### src/rtl/soml_pkg.sv
// Shared SOML decoder parameters and the argmin FSM state type.
package soml_pkg;

  localparam int unsigned DATA_W   = 16;
  localparam int unsigned NUM_CAND = 16;
  localparam int unsigned IDX_W    = $clog2(NUM_CAND);

  typedef enum logic [1:0] {
    IDLE = 2'd0,
    SCAN = 2'd1,
    DONE = 2'd2
  } argmin_state_t;

endpackage

### src/rtl/min_cmp.sv
// Combinational running-minimum step: folds one metric into the current min/index.
module min_cmp #(
  parameter int unsigned DATA_W = soml_pkg::DATA_W,
  parameter int unsigned IDX_W  = soml_pkg::IDX_W
) (
  input  logic              first_i,
  input  logic [DATA_W-1:0] metric_i,
  input  logic [DATA_W-1:0] run_min_i,
  input  logic [IDX_W-1:0]  cnt_i,
  input  logic [IDX_W-1:0]  run_idx_i,
  output logic [DATA_W-1:0] min_c_o,
  output logic [IDX_W-1:0]  idx_c_o,
  output logic              take_c_o
);

  // Strict less-than keeps the lowest index on ties; first forces the load.
  assign take_c_o = first_i | (metric_i < run_min_i);
  assign min_c_o  = take_c_o ? metric_i : run_min_i;
  assign idx_c_o  = take_c_o ? cnt_i    : run_idx_i;

endmodule

### src/rtl/metric_argmin.sv
// Selects the smallest trace metric (and its arrival index) over a frame of candidates.
module metric_argmin #(
  parameter int unsigned DATA_W   = soml_pkg::DATA_W,
  parameter int unsigned NUM_CAND = soml_pkg::NUM_CAND,
  parameter int unsigned IDX_W    = $clog2(NUM_CAND)
) (
  input  logic              clk,
  input  logic              rst_n,
  input  logic              start,
  input  logic              metric_valid,
  input  logic [DATA_W-1:0] metric,
  output logic [DATA_W-1:0] best_metric,
  output logic [IDX_W-1:0]  best_idx,
  output logic              done,
  output logic              busy,
  output logic              err
);

  import soml_pkg::*;

  localparam logic [IDX_W-1:0] LAST_IDX = IDX_W'(NUM_CAND - 1);

  argmin_state_t     state_q, state_d;
  logic [IDX_W-1:0]  cnt_q, cnt_d;
  logic              first_q, first_d;
  logic [DATA_W-1:0] run_min_q, run_min_d;
  logic [IDX_W-1:0]  run_idx_q, run_idx_d;
  logic [DATA_W-1:0] best_metric_q, best_metric_d;
  logic [IDX_W-1:0]  best_idx_q, best_idx_d;
  logic              done_q, done_d;
  logic              busy_q, busy_d;
  logic              err_q, err_d;

  logic [DATA_W-1:0] cmp_min_c;
  logic [IDX_W-1:0]  cmp_idx_c;
  logic              cmp_take_c;

  min_cmp #(
    .DATA_W (DATA_W),
    .IDX_W  (IDX_W)
  ) u_min_cmp (
    .first_i   (first_q),
    .metric_i  (metric),
    .run_min_i (run_min_q),
    .cnt_i     (cnt_q),
    .run_idx_i (run_idx_q),
    .min_c_o   (cmp_min_c),
    .idx_c_o   (cmp_idx_c),
    .take_c_o  (cmp_take_c)
  );

  // State register.
  always_ff @(posedge clk or negedge rst_n) begin
    if (!rst_n) begin
      state_q <= IDLE;
    end else begin
      state_q <= state_d;
    end
  end

  // Next-state and datapath/output next values.
  always_comb begin
    state_d       = state_q;
    cnt_d         = cnt_q;
    first_d       = first_q;
    run_min_d     = run_min_q;
    run_idx_d     = run_idx_q;
    best_metric_d = best_metric_q;
    best_idx_d    = best_idx_q;
    err_d         = 1'b0;

    unique case (state_q)
      IDLE: begin
        if (start) begin
          state_d   = SCAN;
          cnt_d     = '0;
          first_d   = 1'b1;
          run_min_d = '1;
        end else if (metric_valid) begin
          err_d = 1'b1;
        end
      end

      SCAN: begin
        // A start here restarts the frame and drops any coincident metric.
        if (start) begin
          cnt_d     = '0;
          first_d   = 1'b1;
          run_min_d = '1;
        end else if (metric_valid) begin
          run_min_d = cmp_min_c;
          run_idx_d = cmp_idx_c;
          if (cmp_take_c) begin
            first_d = 1'b0;
          end
          cnt_d = cnt_q + 1'b1;
          if (cnt_q == LAST_IDX) begin
            state_d       = DONE;
            best_metric_d = cmp_min_c;
            best_idx_d    = cmp_idx_c;
          end
        end
      end

      DONE: begin
        if (start) begin
          state_d   = SCAN;
          cnt_d     = '0;
          first_d   = 1'b1;
          run_min_d = '1;
        end else begin
          state_d = IDLE;
          err_d   = metric_valid;
        end
      end

      default: begin
        state_d = IDLE;
      end
    endcase

    busy_d = (state_d == SCAN);
    done_d = (state_d == DONE);
  end

  // Datapath and registered outputs.
  always_ff @(posedge clk or negedge rst_n) begin
    if (!rst_n) begin
      cnt_q         <= '0;
      first_q       <= 1'b0;
      run_min_q     <= '1;
      run_idx_q     <= '0;
      best_metric_q <= '0;
      best_idx_q    <= '0;
      done_q        <= 1'b0;
      busy_q        <= 1'b0;
      err_q         <= 1'b0;
    end else begin
      cnt_q         <= cnt_d;
      first_q       <= first_d;
      run_min_q     <= run_min_d;
      run_idx_q     <= run_idx_d;
      best_metric_q <= best_metric_d;
      best_idx_q    <= best_idx_d;
      done_q        <= done_d;
      busy_q        <= busy_d;
      err_q         <= err_d;
    end
  end

  assign best_metric = best_metric_q;
  assign best_idx    = best_idx_q;
  assign done        = done_q;
  assign busy        = busy_q;
  assign err         = err_q;

endmodule

### config.mk
export PLATFORM = sky130hd
export DESIGN_NAME = metric_argmin
export DESIGN_NICKNAME = d
export VERILOG_FILES = /design/src/rtl/soml_pkg.sv /design/src/rtl/min_cmp.sv /design/src/rtl/metric_argmin.sv
export SDC_FILE = /design/constraint.sdc
export NUM_CORES = 1
export LEC_CHECK = 0
export BUFFER_PORTS_ARGS = -buffer_cell sky130_fd_sc_hd__buf_2
export CAP_MARGIN = 25
export CORE_MARGIN = 3
export CORE_UTILIZATION = 51
export CTS_BUF_LIST = sky130_fd_sc_hd__clkbuf_4 sky130_fd_sc_hd__clkbuf_8
export DETAILED_ROUTE_END_ITERATION = 8
export PLACE_DENSITY = 0.74
export SLEW_MARGIN = 10
export SYNTH_ARGS = -nofsm -noshare
export SYNTH_HDL_FRONTEND = slang
export SYNTH_SLANG_ARGS = --single-unit
### constraint.sdc
create_clock -name clk -period 2.7 [get_ports clk]
set_clock_uncertainty 0.1 [all_clocks]
set_input_delay 0.54 -clock clk [delete_from_list [all_inputs] [get_ports clk]]
set_output_delay 0.54 -clock clk [all_outputs]
set_load 0.1 [all_outputs]
==> key figures <==
CTS
  – Post-CTS setup buffer count: 0
  – H-tree depth: 2
  – Clock transition at the registers of the reported paths: 90 ps
  – CTS tree: built
  – Clock sinks: 50
  – Hold buffer count at CTS: 0
  – Post-CTS sizing: 0
  – Clock Latency Late Sink: approximately 310 ps
  – CTS root buf: clkbuf_8
  – Max clock buf depth: 2
  – Num CTS Buffers: 5

Critical path
  – Worst path cell trace: inv_1 -> ha_1 -> a211oi_1 -> o21ai_1 -> a41oi_2 -> o311ai_4 -> or2_1 -> mux2_1
  – Required time worst endpoint: around 2800 ps
  – CP Capture Type: register
  – Reg2reg start: run_min_q[2]$_DFFE_PN1P_
  – Slowest stage delay, CP: about 550 ps
  – Worst path depth: 8
  – Worst path buffer plus inverter count: 1
  – Worst-path cell with the longest stage delay: dfstp_2
  – Worst setup path endpoint: run_idx_q[2]$_DFFE_PN0P_
  – Delay-heaviest family, CP: compound AO/OA/AOI/OAI gates
  – Reg2reg setup slack: 170 ps
  – CP max FO: 7
  – Worst r2r dst: run_idx_q[2]$_DFFE_PN0P_
  – Crit start category: register
  – Worst setup path startpoint: run_min_q[2]$_DFFE_PN1P_
  – Crit path DAT: 2620 ps
  – Reg2Reg Depth: 8
  – Type of the worst setup path: register to register

STA
  – Worst setup margin: 173 ps
  – Setup TNS: 0 ps
  – Setup Viol. Count Final: 0
  – Tcrit/Tclk final: between 90 and 100%
  – Minimum hold slack: 210 ps
  – Slew of the pin with the lowest slew margin: 617 ps
  – Final Hold Vio Count: 0
  – Max Slew Vio Count: 0
  – Max Clock Freq: approximately 400 MHz
  – Rel. slew slack: between 50% and 60%
  – Crit path time final: 2530 ps
  – Unrepaired setup endpoints after global routing: no

Hold path
  – Worst Hold Class: input port to asynchronous set/reset pin

Yosys
  – Mapped Area: ~0.0024 mm^2
  – Distinct cells, synth: 30
  – Most used DFF post-synth: dfrtp_1
  – Ys Warns: 0
  – Cell taking the most area after synthesis: dfrtp_1
  – Count leader, synth: dfrtp_1
  – Cells after Synth: roughly 230
  – Yosys reg bits: 50
  – Synth Area per Inst: about 11 um^2
  – EDFF count, synth: 0
  – Largest cells by area after synthesis: dfrtp_1 35%, dfstp_2 17%, ha_1 8.2%, mux2i_1 7.8%, o22a_1 5.7%
  – Ys async rst share: 100%
  – Synth top area share: 34.8%
  – Commonest cells post-synth: 34 x dfrtp_1, 25 x nand2_1, 19 x mux2i_1, 19 x o21ai_1
  – Seq/Total Area, Yosys: 51.9%
  – Synthesized net count: ~260

Run status
  – Status: finished, final reports clean

Placed design
  – PortBufs: between 40 and 50
  – Routability congestion estimate: roughly 0.79
  – HPWL Detailed: 3.33 mm
  – Dpl ws: 97.7 ps

Floorplanning
  – DIE AREA: 0.00567 mm^2
  – IO Count: between 40 and 50
  – Core ar.: approximately 0.0045 mm^2
  – Initial core utilization: 54.3%
  – Core Rows: 24
  – Die Ht: about 75 um
  – Die W: about 75 um

Job
  – Max_cap viols: 0

Drt
  – M1 wire length: ~2.2 mm
  – # DRC: 0
  – Top layer in use: met4
  – Total Wirelength: 4.59 mm
  – Initial DRC count: around 130
  – DR vias: between 1500 and 2000
  – Met3 Wirelength: a little under 200 um
  – Vias per Instance: 5.34
  – Wire per inst: 14.0 um
  – WL met2: about 2.1 mm
  – DR pass1 iterations: 4
  – Routed Antenna Nets: 0

Global routing
  – Congestion Overflow GR: 0
  – Initial antenna violation count: 0
  – First-pass GRT wire length: around 7.7 mm
  – Number of global-route vias before repair: between 1500 and 2000
  – Largest net degree at the start of global routing: 51
  – Total GRT Usage: 18.1%

Cells and area
  – Share of layout cells above drive strength 1: 29.7%
  – Ant diodes: 0
  – Area Growth Syn to Fin: 17.5%
  – Final #Nets: slightly above 300

Power
  – Leakage: 1.49 nW
  – PwrDens: roughly 520 mW/mm^2
  – Worst VDD drop: about 0.00031 V
## flip-flops by register name, summed over array words and instances, names as in the netlist
signal	count
run_idx_q	4
done	1
best_idx	4
err	1
first_q	1
cnt_q	4
state_q	2
best_metric	16
run_min_q	16
busy	1
## cell usage in the layout, fill, tap and decap left out
| cell | count |
|---|---|
| nand4_1 | 3 |
| nand2b_1 | 2 |
| a22o_1 | 1 |
| inv_1 | 16 |
| mux2i_1 | 19 |
| nor3b_1 | 1 |
| nand2_1 | 25 |
| a41oi_2 | 1 |
| ha_1 | 16 |
| a21o_1 | 2 |
| buf_2 | 42 |
| o22a_1 | 16 |
| nand3_1 | 3 |
| or2_1 | 1 |
| clkinv_2 | 2 |
| clkbuf_8 | 5 |
| xor2_1 | 1 |
| bufinv_16 | 1 |
| buf_12 | 1 |
| dfrtp_1 | 34 |
| dfstp_2 | 16 |
| o21ai_1 | 19 |
| o21ai_0 | 5 |
| a21oi_1 | 13 |
| buf_4 | 9 |
| a21oi_2 | 1 |
| inv_2 | 2 |
| nor3b_2 | 1 |
| nor2_1 | 11 |
| nor2b_1 | 1 |
| o311ai_4 | 1 |
| mux2_1 | 4 |
| a211oi_1 | 1 |
## metal layers
layer | up-vias | GRT usage (%)
met5 | - | 0
met4 | 0 | 4.66
met3 | 7 | 4.54
met2 | 40 | 28.5
met1 | 820 | 25.1
li1 | 885 | -
## how the worst min path moves through the flow
stage	endpoint	slack (ps)	depth (start not counted)
after CTS	busy$_DFF_PN0_	250	2
after detailed placement	best_metric[9]$_DFFE_PN0P_	370	2
after global routing	busy$_DFF_PN0_	260	2
after floorplan	best_idx[0]$_DFFE_PN0P_	140	0
after global placement	best_metric[11]$_DFFE_PN0P_	360	2
final	busy$_DFF_PN0_	210	2
## cells by family after synthesis
family                   Yosys count  synth area share (%)
AND/OR/NAND/NOR                   48                  8.74
adder cells (fa/ha/maj)           16                  8.18
AO/OA/AOI/OAI                     60                  16.3
flip-flops                        50                  51.9
multiplexers                      23                  9.61
XOR/XNOR                           1                 0.358
buffers and inverters             28                  4.91
## worst register-to-register path, cell delays in order, from the launching register on
cell      delay, ps
dfstp_2         550
inv_1            50
ha_1            280
a211oi_1        220
o21ai_1         120
a41oi_2         240
o311ai_4        130
or2_1           350
mux2_1          380
## where the power goes
part           internal [mW]  switching, mW
logic                 0.0777         0.0937
registers              0.786         0.0208
clock network          0.273          0.248
total                   1.14          0.362
## stage by stage
stage | util [%] | area, um^2 | std cells | power [mW]
finish | 63.9 | 2880 | 328 | 1.50
global route | 63.9 | 2880 | 328 | 1.57
CTS | 63.9 | 2880 | 328 | 1.51
detailed placement | 61.4 | 2770 | 320 | 0.993
global placement | 61.4 | 2770 | 320 | 0.988
floorplan | - | 2450 | 226 | 0.920
## area by class of cell
cell class,count,area (um^2)
clock inverter,3,40.0
multi-input combinational,148,1070
clock buffer,5,68.8
inverter,18,67.6
tap,52,65.1
fill,402,1630
timing repair buffer,52,298
sequential,50,1270
Note: power is estimated with default switching activity, not from simulation.
